File: config.mk
export PLATFORM = sky130hd
export DESIGN_NAME = ofdm_tx_frame_sequencer_flat
export DESIGN_NICKNAME = d
export VERILOG_FILES = /design/src/rtl/ofdm_tx_frame_sequencer_pkg.sv /design/src/rtl/ofdm_tx_frame_sequencer_if.sv /design/src/rtl/ofdm_tx_frame_sequencer_fifo.sv /design/src/rtl/ofdm_tx_frame_sequencer.sv /design/src/flat_wrapper.sv
export SDC_FILE = /design/constraint.sdc
export NUM_CORES = 1
export LEC_CHECK = 0
export ABC_CLOCK_PERIOD_IN_PS = 11700
export CAP_MARGIN = 20
export CORE_MARGIN = 2
export CORE_UTILIZATION = 40
export CTS_CLUSTER_DIAMETER = 40
export DETAILED_ROUTE_END_ITERATION = 16
export PLACE_DENSITY = 0.6
export SLEW_MARGIN = 30
export SYNTH_ARGS = -nofsm -noshare
export SYNTH_HDL_FRONTEND = slang
export SYNTH_SLANG_ARGS = --single-unit
File: constraint.sdc
create_clock -name aclk -period 11.7 [get_ports aclk]
set_input_delay 1.755 -clock aclk [delete_from_list [all_inputs] [get_ports aclk]]
set_output_delay 1.755 -clock aclk [all_outputs]
set_load 0.02 [all_outputs]
File: src/rtl/ofdm_tx_frame_sequencer_pkg.sv
// Shared types and helpers for the OFDM TX frame sequencer.
package ofdm_tx_pkg;

    localparam int NFFT_LOG2_MIN = 6;
    localparam int NFFT_LOG2_MAX = 12;

    typedef enum logic [1:0] {
        ST_IDLE = 2'd0,
        ST_CP   = 2'd1,
        ST_BODY = 2'd2,
        ST_GAP  = 2'd3
    } tx_seq_state_t;

    // Shadow copy of the per-frame configuration; counts are widened to 16 bits.
    typedef struct packed {
        logic [3:0]  nfft_log2;
        logic [12:0] cp_len;
        logic [15:0] num_syms;
        logic [15:0] gap;
    } tx_frame_cfg_t;

    function automatic logic cfg_ok(input logic [3:0] l2, input logic [12:0] cp,
                                    input logic [15:0] ns);
        logic [13:0] n;
        n = 14'd1 << l2;
        return (l2 >= 4'(NFFT_LOG2_MIN)) && (l2 <= 4'(NFFT_LOG2_MAX)) &&
               ({1'b0, cp} < n) && (ns != 16'd0);
    endfunction

endpackage

File: src/rtl/ofdm_tx_frame_sequencer_if.sv
// AXI-Stream style sample stream from the sequencer to the DUC.
interface ofdm_tx_frame_sequencer_if;
    logic [31:0] tdata;
    logic        tvalid;
    logic        tready;
    logic        tlast;
    logic [3:0]  tkeep;

    modport master (output tdata, tvalid, tlast, tkeep, input tready);
    modport slave  (input tdata, tvalid, tlast, tkeep, output tready);
endinterface

File: src/rtl/ofdm_tx_frame_sequencer_fifo.sv
// Two-entry output FIFO with synchronous flush; head entry is stable until popped.
module axis_skid_fifo2 #(
    parameter int W = 33
) (
    input  logic         clk,
    input  logic         rst,
    input  logic         flush,
    input  logic         push,
    input  logic         pop,
    input  logic [W-1:0] din,
    output logic [W-1:0] dout,
    output logic [1:0]   count
);
    logic [W-1:0] mem_q [2];
    logic [W-1:0] mem_d [2];
    logic         wr_q, wr_d, rd_q, rd_d;
    logic [1:0]   cnt_q, cnt_d;

    always_comb begin
        mem_d = mem_q;
        wr_d  = wr_q;
        rd_d  = rd_q;
        cnt_d = cnt_q;
        if (flush) begin
            wr_d  = 1'b0;
            rd_d  = 1'b0;
            cnt_d = 2'd0;
        end else begin
            if (push) begin
                mem_d[wr_q] = din;
                wr_d        = ~wr_q;
            end
            if (pop) rd_d = ~rd_q;
            cnt_d = cnt_q + 2'(push) - 2'(pop);
        end
    end

    always_ff @(posedge clk or posedge rst) begin
        if (rst) begin
            mem_q[0] <= '0;
            mem_q[1] <= '0;
            wr_q     <= 1'b0;
            rd_q     <= 1'b0;
            cnt_q    <= 2'd0;
        end else begin
            mem_q <= mem_d;
            wr_q  <= wr_d;
            rd_q  <= rd_d;
            cnt_q <= cnt_d;
        end
    end

    assign dout  = mem_q[rd_q];
    assign count = cnt_q;
endmodule

File: src/rtl/ofdm_tx_frame_sequencer.sv
// Reads one OFDM frame from sample memory, inserting a cyclic prefix per symbol,
// and streams it to the DUC; latches carrier word and interpolation at frame start.
module ofdm_tx_frame_sequencer
    import ofdm_tx_pkg::*;
#(
    parameter int          ADDR_W     = 16,
    parameter int          SYM_W      = 8,
    parameter int          GAP_W      = 16,
    parameter logic [31:0] FC_RST     = 32'd10737418,
    parameter logic [15:0] INTERP_RST = 16'd40
) (
    input  logic              aclk,
    input  logic              areset,
    input  logic              start,
    input  logic              abort,
    input  logic [3:0]        cfg_nfft_log2,
    input  logic [12:0]       cfg_cp_len,
    input  logic [SYM_W-1:0]  cfg_num_syms,
    input  logic [GAP_W-1:0]  cfg_gap,
    input  logic [31:0]       cfg_dac_fc,
    input  logic [15:0]       cfg_interp,
    output logic              mem_ren,
    output logic [ADDR_W-1:0] mem_raddr,
    input  logic [31:0]       mem_rdata,
    ofdm_tx_frame_sequencer_if.master m_axis,
    output logic [31:0]       dac_fc_scaled,
    output logic [15:0]       interp_ratio,
    output logic              busy,
    output logic              done,
    output logic              aborted,
    output logic              err_cfg
);
    localparam logic [1:0] S_IDLE = ST_IDLE;
    localparam logic [1:0] S_CP   = ST_CP;
    localparam logic [1:0] S_BODY = ST_BODY;
    localparam logic [1:0] S_GAP  = ST_GAP;

    logic [1:0]       state_q, state_d;
    logic [SYM_W-1:0] sym_q, sym_d;
    logic [12:0]      idx_q, idx_d;
    tx_frame_cfg_t    cfg_q, cfg_d;
    logic [GAP_W-1:0] gap_q, gap_d;
    logic             inflight_q, inflight_d;
    logic             inflight_last_q, inflight_last_d;
    logic             last_issued_q, last_issued_d;
    logic             done_q, done_d, aborted_q, aborted_d, err_q, err_d;
    logic [31:0]      fc_q, fc_d;
    logic [15:0]      interp_q, interp_d;

    logic [32:0] fifo_dout;
    logic [1:0]  fifo_cnt;
    logic        tvalid, pop, flush, issue, body_end, last_sym;
    logic [2:0]  occ;
    logic [13:0] nfft, off;

    assign nfft     = 14'd1 << cfg_q.nfft_log2;
    assign tvalid   = fifo_cnt != 2'd0;
    assign pop      = tvalid && m_axis.tready;
    assign flush    = abort && (state_q != S_IDLE);
    // Count the beat leaving this cycle so a full-rate stream never bubbles.
    assign occ      = {1'b0, fifo_cnt} - {2'b0, pop} + {2'b0, inflight_q};
    assign issue    = ((state_q == S_CP) || (state_q == S_BODY && !last_issued_q)) &&
                      (occ < 3'd2) && !abort;
    assign body_end = idx_q == 13'(nfft - 14'd1);
    assign last_sym = 16'(sym_q) == (cfg_q.num_syms - 16'd1);
    assign off      = (state_q == S_CP) ? (nfft - {1'b0, cfg_q.cp_len} + {1'b0, idx_q})
                                        : {1'b0, idx_q};

    assign mem_ren   = issue;
    assign mem_raddr = (ADDR_W'(sym_q) << cfg_q.nfft_log2) + ADDR_W'(off);

    always_comb begin
        state_d         = state_q;
        sym_d           = sym_q;
        idx_d           = idx_q;
        cfg_d           = cfg_q;
        gap_d           = gap_q;
        last_issued_d   = last_issued_q;
        fc_d            = fc_q;
        interp_d        = interp_q;
        done_d          = 1'b0;
        aborted_d       = 1'b0;
        err_d           = 1'b0;
        inflight_d      = issue;
        inflight_last_d = issue && (state_q == S_BODY) && body_end && last_sym;

        case (state_q)
            S_IDLE: begin
                if (start && !abort) begin
                    if (cfg_ok(cfg_nfft_log2, cfg_cp_len, 16'(cfg_num_syms))) begin
                        cfg_d.nfft_log2 = cfg_nfft_log2;
                        cfg_d.cp_len    = cfg_cp_len;
                        cfg_d.num_syms  = 16'(cfg_num_syms);
                        cfg_d.gap       = 16'(cfg_gap);
                        fc_d            = cfg_dac_fc;
                        interp_d        = cfg_interp;
                        sym_d           = '0;
                        idx_d           = '0;
                        last_issued_d   = 1'b0;
                        state_d         = (cfg_cp_len == 13'd0) ? S_BODY : S_CP;
                    end else begin
                        err_d = 1'b1;
                    end
                end
            end
            S_CP: begin
                if (issue) begin
                    if (idx_q == cfg_q.cp_len - 13'd1) begin
                        idx_d   = '0;
                        state_d = S_BODY;
                    end else begin
                        idx_d = idx_q + 13'd1;
                    end
                end
            end
            S_BODY: begin
                if (issue) begin
                    if (body_end) begin
                        idx_d = '0;
                        if (last_sym) begin
                            last_issued_d = 1'b1;
                        end else begin
                            sym_d   = sym_q + SYM_W'(1);
                            state_d = (cfg_q.cp_len == 13'd0) ? S_BODY : S_CP;
                        end
                    end else begin
                        idx_d = idx_q + 13'd1;
                    end
                end
                // Frame completion is keyed on the tagged final beat leaving the FIFO.
                if (pop && fifo_dout[32]) begin
                    if (cfg_q.gap == 16'd0) begin
                        done_d  = 1'b1;
                        state_d = S_IDLE;
                    end else begin
                        gap_d   = GAP_W'(cfg_q.gap);
                        state_d = S_GAP;
                    end
                end
            end
            default: begin
                if (gap_q == GAP_W'(1)) begin
                    done_d  = 1'b1;
                    state_d = S_IDLE;
                end else begin
                    gap_d = gap_q - GAP_W'(1);
                end
            end
        endcase

        if (flush) begin
            state_d         = S_IDLE;
            aborted_d       = 1'b1;
            done_d          = 1'b0;
            inflight_d      = 1'b0;
            inflight_last_d = 1'b0;
        end
    end

    always_ff @(posedge aclk or posedge areset) begin
        if (areset) begin
            state_q         <= S_IDLE;
            sym_q           <= '0;
            idx_q           <= '0;
            cfg_q           <= '0;
            gap_q           <= '0;
            inflight_q      <= 1'b0;
            inflight_last_q <= 1'b0;
            last_issued_q   <= 1'b0;
            done_q          <= 1'b0;
            aborted_q       <= 1'b0;
            err_q           <= 1'b0;
            fc_q            <= FC_RST;
            interp_q        <= INTERP_RST;
        end else begin
            state_q         <= state_d;
            sym_q           <= sym_d;
            idx_q           <= idx_d;
            cfg_q           <= cfg_d;
            gap_q           <= gap_d;
            inflight_q      <= inflight_d;
            inflight_last_q <= inflight_last_d;
            last_issued_q   <= last_issued_d;
            done_q          <= done_d;
            aborted_q       <= aborted_d;
            err_q           <= err_d;
            fc_q            <= fc_d;
            interp_q        <= interp_d;
        end
    end

    axis_skid_fifo2 #(.W(33)) u_fifo (
        .clk   (aclk),
        .rst   (areset),
        .flush (flush),
        .push  (inflight_q),
        .pop   (pop),
        .din   ({inflight_last_q, mem_rdata}),
        .dout  (fifo_dout),
        .count (fifo_cnt)
    );

    assign m_axis.tdata  = fifo_dout[31:0];
    assign m_axis.tvalid = tvalid;
    assign m_axis.tlast  = tvalid && fifo_dout[32];
    assign m_axis.tkeep  = 4'b1111;

    assign dac_fc_scaled = fc_q;
    assign interp_ratio  = interp_q;
    assign busy          = state_q != S_IDLE;
    assign done          = done_q;
    assign aborted       = aborted_q;
    assign err_cfg       = err_q;
endmodule

File: src/flat_wrapper.sv
// flat-port wrapper written by rule: the top's interface ports become plain ports
module ofdm_tx_frame_sequencer_flat import ofdm_tx_pkg::*;
#(
    parameter int          ADDR_W     = 16,
    parameter int          SYM_W      = 8,
    parameter int          GAP_W      = 16,
    parameter logic [31:0] FC_RST     = 32'd10737418,
    parameter logic [15:0] INTERP_RST = 16'd40
)
  (aclk, areset, start, abort, cfg_nfft_log2, cfg_cp_len, cfg_num_syms, cfg_gap, cfg_dac_fc, cfg_interp, mem_ren, mem_raddr, mem_rdata, dac_fc_scaled, interp_ratio, busy, done, aborted, err_cfg, m_axis_tdata, m_axis_tvalid, m_axis_tlast, m_axis_tkeep, m_axis_tready);
  ofdm_tx_frame_sequencer_if m_axis_i ();
  input  logic aclk;
  input  logic areset;
  input  logic start;
  input  logic abort;
  input  logic [3:0] cfg_nfft_log2;
  input  logic [12:0] cfg_cp_len;
  input  logic [SYM_W-1:0] cfg_num_syms;
  input  logic [GAP_W-1:0] cfg_gap;
  input  logic [31:0] cfg_dac_fc;
  input  logic [15:0] cfg_interp;
  output logic mem_ren;
  output logic [ADDR_W-1:0] mem_raddr;
  input  logic [31:0] mem_rdata;
  output logic [31:0] dac_fc_scaled;
  output logic [15:0] interp_ratio;
  output logic busy;
  output logic done;
  output logic aborted;
  output logic err_cfg;
  output wire logic [$bits(m_axis_i.tdata)-1:0] m_axis_tdata;
  output wire logic [$bits(m_axis_i.tvalid)-1:0] m_axis_tvalid;
  output wire logic [$bits(m_axis_i.tlast)-1:0] m_axis_tlast;
  output wire logic [$bits(m_axis_i.tkeep)-1:0] m_axis_tkeep;
  input wire logic [$bits(m_axis_i.tready)-1:0] m_axis_tready;
  assign m_axis_tdata = m_axis_i.tdata;
  assign m_axis_tvalid = m_axis_i.tvalid;
  assign m_axis_tlast = m_axis_i.tlast;
  assign m_axis_tkeep = m_axis_i.tkeep;
  assign m_axis_i.tready = m_axis_tready;
  ofdm_tx_frame_sequencer #(.ADDR_W(ADDR_W), .SYM_W(SYM_W), .GAP_W(GAP_W), .FC_RST(FC_RST), .INTERP_RST(INTERP_RST)) u_core (.aclk(aclk), .areset(areset), .start(start), .abort(abort), .cfg_nfft_log2(cfg_nfft_log2), .cfg_cp_len(cfg_cp_len), .cfg_num_syms(cfg_num_syms), .cfg_gap(cfg_gap), .cfg_dac_fc(cfg_dac_fc), .cfg_interp(cfg_interp), .mem_ren(mem_ren), .mem_raddr(mem_raddr), .mem_rdata(mem_rdata), .m_axis(m_axis_i), .dac_fc_scaled(dac_fc_scaled), .interp_ratio(interp_ratio), .busy(busy), .done(done), .aborted(aborted), .err_cfg(err_cfg));
endmodule
Word-level counts from Yosys, hierarchy flattened
Cells that the tools add are included.
- bits in registers: 204
- output and inout bits: 107
- logic and storage cells: 171
- add/sub/neg operators: 13
- order comparisons: 7
- equal/unequal tests: 23
- shifts and indexed selects: 3
- muxes and demuxes: 60
- bitwise logic cells: 6
- reduce and logical (&&, ||, !) cells: 38
- operators with widths (kind ; count):
    33-bit 2-to-1 mux ; 4
    13-bit 2-to-1 mux ; 6
    66-bit bitwise mux ; 1
    16-bit 2-to-1 mux ; 3
    8-bit 2-to-1 mux ; 5
    13-bit one-hot mux with 3 select lines ; 1
    33-bit demux with 1-bit select ; 1
    16-bit one-hot mux with 2 select lines ; 1
    2-bit 2-to-1 mux ; 14
    1-bit by 4-bit << shifter with 14-bit output, first input constant ; 2
    13-bit == test ; 2
    13-bit logical NOT ; 2
    13-bit by 1-bit subtractor with 13-bit output, second input constant ; 2
    1-bit 2-to-1 mux ; 19
    16-bit by 14-bit adder with 16-bit output ; 1
    16-bit by 1-bit == test with 1-bit output, second input constant ; 1
    8-bit by 16-bit == test with 1-bit output ; 1
    16-bit logical NOT ; 1
    8-bit one-hot mux with 2 select lines ; 1
    8-bit by 4-bit << shifter with 16-bit output ; 1
    16-bit by 1-bit subtractor with 16-bit output, second input constant ; 1
    1-bit logical AND ; 15
    14-bit by 13-bit adder with 14-bit output ; 1
    13-bit by 14-bit < comparator with 1-bit output ; 1
    other kinds (40) ; 63

Logic depth before layout (Yosys ltp)
- depth in word-level cells: 11
- depth in mapped cells: 25

Hierarchy
A second synthesis with hierarchy kept.
- cells, all modules: 1257
- area total of the unflattened synthesis: 12832.3 µm²
- modules (own cells, without submodules) (module ; instances ; cells each ; area an instance (µm²) ; sequential area each (µm²)):
    ofdm_tx_frame_sequencer ; 1 ; 1064 ; 9749.4 ; 3370.7
    axis_skid_fifo2 ; 1 ; 193 ; 3083.0 ; 1751.7

Least setup slack after synthesis
No wires, ideal clock.
- path type: register to output
- start: register u_core.cfg_q[48] (netlist bit)
- end: output mem_raddr[14]
- data arrival time: 4902 ps
- slack: 5043 ps
- cell stages (with the launch flop): 25
- buffers on the path: 4
- path through: dfrtp_1 buf_6 buf_6 buf_2 clkbuf_1 nor2_1 nand2_1 fa_1 inv_1 fa_1 a21o_1 a21oi_1 o21a_1 nor3_1 a41oi_1 nand2b_1 xnor2_1 mux2i_1 ha_1 or2_2 a21oi_1 a21oi_1 a21o_1 a21oi_1 xor2_1
- longest elaborated chain between the ends: 5
- elaborated cells on any way between the ends: 6
- those cells by class: add/sub (3); shift (2); mux (1)
- RTL lines (element ; RTL line ; RTL):
    start: declaration ; ofdm_tx_frame_sequencer.sv:41 ; tx_frame_cfg_t cfg_q, cfg_d;
    start signal: assignment ; ofdm_tx_frame_sequencer.sv:179 ; cfg_q <= cfg_d;
    1-bit by 4-bit << shifter with 14-bit output ; ofdm_tx_frame_sequencer.sv:56 ; assign nfft = 14'd1 << cfg_q.nfft_log2;
    14-bit by 13-bit subtractor with 14-bit output ; ofdm_tx_frame_sequencer.sv:66 ; assign off = (state_q == S_CP) ? (nfft - {1'b0, cfg_q.cp_len} + {1'b0, idx_q})
    14-bit by 13-bit adder with 14-bit output ; ofdm_tx_frame_sequencer.sv:66 ;
    14-bit 2-to-1 mux ; ofdm_tx_frame_sequencer.sv:66 ;
    16-bit by 14-bit adder with 16-bit output * ; ofdm_tx_frame_sequencer.sv:70 ; assign mem_raddr = (ADDR_W'(sym_q) << cfg_q.nfft_log2) + ADDR_W'(off);
    end: declaration ; flat_wrapper.sv:23 ; output logic [ADDR_W-1:0] mem_raddr;
Mark *: on every way between the ends. The rest lies on a longest branch, timed or not.

Final worst setup path
Same ends and word-level chain as after synthesis.

==> reports/summary.json <==
{
  "final_layout": {
    "share_of_final_layout_standard_cells_stronger_than_drive_strength_1_pct": 20.1,
    "fin_nets": 1696,
    "filler_cell_count": 2915,
    "finish.cell_count_without_fillers": 1972,
    "syn_to_final_growth_pct": 30.0,
    "diodes": 0
  },
  "sta": {
    "fin_worst_skew_ps": 21.0,
    "period_needed_ps": 7840,
    "finalHoldViolations": 0,
    "fmaxAchievable_mhz": 128,
    "final_max_slew_viol_count": 0,
    "worst_pin_slew_ps": 849,
    "finalSetupTns_ps": 0,
    "max-slew-margin-rel_pct": 41.9,
    "final_min_period_over_clock_period_pct": 67.0,
    "finalWorstSetupSlack_ps": 3860,
    "final-setup-viol-count": 0,
    "rsz0062_at_grt": "false",
    "hold-worst-slack_ps": 497
  },
  "yosys": {
    "synth_most_common_cell": "mux2_2",
    "asyncSetResetFlopFracSynth_pct": 100,
    "netlist_instances": 1291,
    "postSynthAreaPerCell_um2": 10.2,
    "synthDistinctLibCells": 89,
    "yosysSeqAreaShare_pct": 39.0,
    "yosys_register_bits": 204,
    "synth-main-ff-cell": "dfrtp_1",
    "post_synth_main_area_contributors": "dfrtp_1 36%, mux2_2 16%, ha_1 5.4%",
    "synth-edff-count": 0,
    "synth.cells.most_frequent": "191 x mux2_2, 190 x dfrtp_1, 84 x nor2_1",
    "area_share_of_the_leading_cell_type_in_the_synthesized_netlist_pct": 36.2,
    "synthesized_area_mm2": 0.0131,
    "yosys_warnings": 0,
    "yosysTopAreaCell": "dfrtp_1"
  },
  "worst_setup_path": {
    "endpoint_kind": "primary output",
    "critPathLaunchType": "flip-flop",
    "worstPathArrival_ps": 6090,
    "crit_required_ps": 9950,
    "timing.setup.critical_path_class": "flip-flop to primary output",
    "crit_path_max_fanout": 24
  },
  "run_status": {
    "status": "completed"
  },
  "detailed_routing": {
    "detail_route.first_pass.iterations": 6,
    "drt-vias-per-instance": 5.37,
    "antenna_left": 0,
    "drt-wirelength-per-cell_um": 17.4,
    "finalWirelength_um": 34300,
    "detail_route.iter0.violations": 665,
    "drt_drc_violations_left": 0,
    "num_vias": 10600
  },
  "placement": {
    "hpwl_um": 24800,
    "buffer_ports.inserted": 228,
    "post-place-cells": 1904,
    "dp_worst_setup_slack_ps": 4440,
    "routabilityCongestion": 0.890
  },
  "clock_network": {
    "post-cts-setup-buffer-count": 0,
    "cts_tree": "yes",
    "worstSkewPairLatency_ps": 520,
    "post_cts_hold_buffer_count": 0,
    "count_of_instances_resized_after_the_clock_tree_is_built": 0,
    "cts-root-to-sink-buffers": 3,
    "cts.clk_slew.worst_paths_ps": 50,
    "clock_tree.root_cell": "clkbuf_16",
    "clkSinkCount": 204,
    "cts_max_level": 2,
    "number_of_cts_inserted_buffers": 37
  },
  "power": {
    "irDropWorstVdd_mv": 0.159,
    "finalPower_mw": 4.89,
    "pwr_density_cell_mw_per_mm2": 287,
    "leakagePower_nw": 7.17
  },
  "floorplan": {
    "core_region_area_mm2": 0.0325,
    "die-height_um": 185,
    "die_area_mm2": 0.0343,
    "rows": 66,
    "chipWidth_um": 185,
    "initial_core_util_pct": 40.4,
    "i_o_pin_cnt": 233
  },
  "global_route": {
    "first_global_vias": 10300,
    "global_route.usage.total_pct": 20.0,
    "maximum_number_of_pins_on_one_net_before_global_route_repair": 127,
    "grt_pass1_wl_um": 55000,
    "grt-ovfl-total": 0,
    "initial_antenna_violation_count": 0
  },
  "worst_hold_path": {
    "hold_path_class": "flip-flop to flip-flop"
  },
  "run": {
    "maxCapViolations": 0
  }
}
[final timing paths]
| path | cells after the start | to | startpoint | slack, ps |
|---|---|---|---|---|
| max in group asynchronous | 3 | u_core.cfg_q[18] | areset | 8750 |
| min in group asynchronous | 2 | u_core.dac_fc_scaled[5] | areset | 1760 |
| setup reg to reg | 12 | u_core.state_q[1] | u_core.cfg_q[48] | 7360 |
| setup / recovery | 22 | mem_raddr[14] | u_core.cfg_q[48] | 3860 |
| hold reg to reg | 1 | u_core.u_fifo.mem_q[36] | u_core.u_fifo.mem_q[36] | 500 |
| hold / removal | 1 | u_core.u_fifo.mem_q[36] | u_core.u_fifo.mem_q[36] | 500 |
[through the flow]
step	area, um^2	utilization [%]
after floorplan	13100	-
after global placement	15700	48.4
after detailed placement	15700	48.4
after CTS	17100	52.6
after global routing	17100	52.6
final	17100	52.6
[layout make-up]
type	instances	area, um^2	share of cell area [%]
flip-flops and latches	204	5120	30.0
well taps	442	553	3.24
repair buffers	241	2380	14.0
inverters	66	260	1.53
clock buffers	49	1050	6.17
multi-input cells	951	7400	43.4
clock inverters	19	293	1.72
[placed cells by master (no fill, tap or decap), types with 7 or more instances in the layout]
master / netlist / layout
o21ai_0: 55 / 55
xnor2_1: 43 / 43
nand2_1: 81 / 81
fa_1: 12 / 12
dfrtp_1: 190 / 190
mux2i_1: 15 / 15
nand4_1: 8 / 8
mux2_2: 191 / 191
a211oi_1: 15 / 15
o22ai_1: 15 / 15
o21bai_1: 8 / 8
dfstp_2: 14 / 14
nor2_1: 84 / 84
ha_1: 57 / 57
a31oi_1: 14 / 14
nor2b_1: 18 / 18
buf_4: 7 / 12
nor3_1: 34 / 34
o31ai_1: 7 / 7
o21a_1: 9 / 9
a21oi_1: 54 / 54
inv_1: 64 / 63
and2_1: 8 / 8
xor2_1: 21 / 21
or4_1: 8 / 8
clkdlybuf4s50_1: 0 / 228
a21o_1: 8 / 8
clkbuf_16: 0 / 38
nand3_1: 39 / 38
or3_1: 14 / 14
and3_1: 8 / 8
nor4_1: 15 / 15
[sequential cells by signal, indices dropped and copies added (netlist names), 2 cells and up]
register              flops
u_core.gap_q             16
u_core.state_q            2
u_core.sym_q              8
u_core.u_fifo.count       2
u_core.interp_ratio      16
u_core.u_fifo.mem_q      66
u_core.idx_q             13
u_core.dac_fc_scaled     32
u_core.cfg_q             41
[where the power goes]
group / internal, mW / switching [mW] / total (mW) / leakage [nW]
Combinational: 1.19 / 1.31 / 2.50 / 4.00
Clock: 0.768 / 0.371 / 1.14 / 0.639
Sequential: 1.01 / 0.248 / 1.25 / 2.53
[worst max-delay path: stages (launching register included)]
cell and delay, ps:
dfrtp_1 560, buf_4 310, nor2_1 170, nand2_1 110, fa_1 490, inv_1 70
fa_1 470, a21o_1 200, a21oi_1 280, o21a_1 160, nor3_1 70, a41oi_1 280
nand2b_1 100, xnor2_1 140, mux2i_1 90, ha_1 350, or2_2 290, a21oi_1 190
a21oi_1 90, a21o_1 200, a21oi_1 180, xor2_1 160, clkdlybuf4s50_1 610
[logic make-up (layout without fill, tap and decap cells)]
family	after synthesis	in the layout	synth area share, %
and+or+nand+nor	364	364	14.6
AOI/OAI and AO/OA	241	241	12.1
muxes	208	208	17.7
DFF	204	204	39.0
buffers and inverters	139	375	4.82
adders and majority gates	69	69	7.27
xor gates and xnor gates	65	65	4.40
other	1	4	0.0286
[metal layers]
metal	GRT usage [%]	wire length, um
met5	0	0
met4	4.54	527
met3	5.35	2720
met2	30.4	15000
met1	28.3	16000
Note: power is estimated with default switching activity, not from simulation.
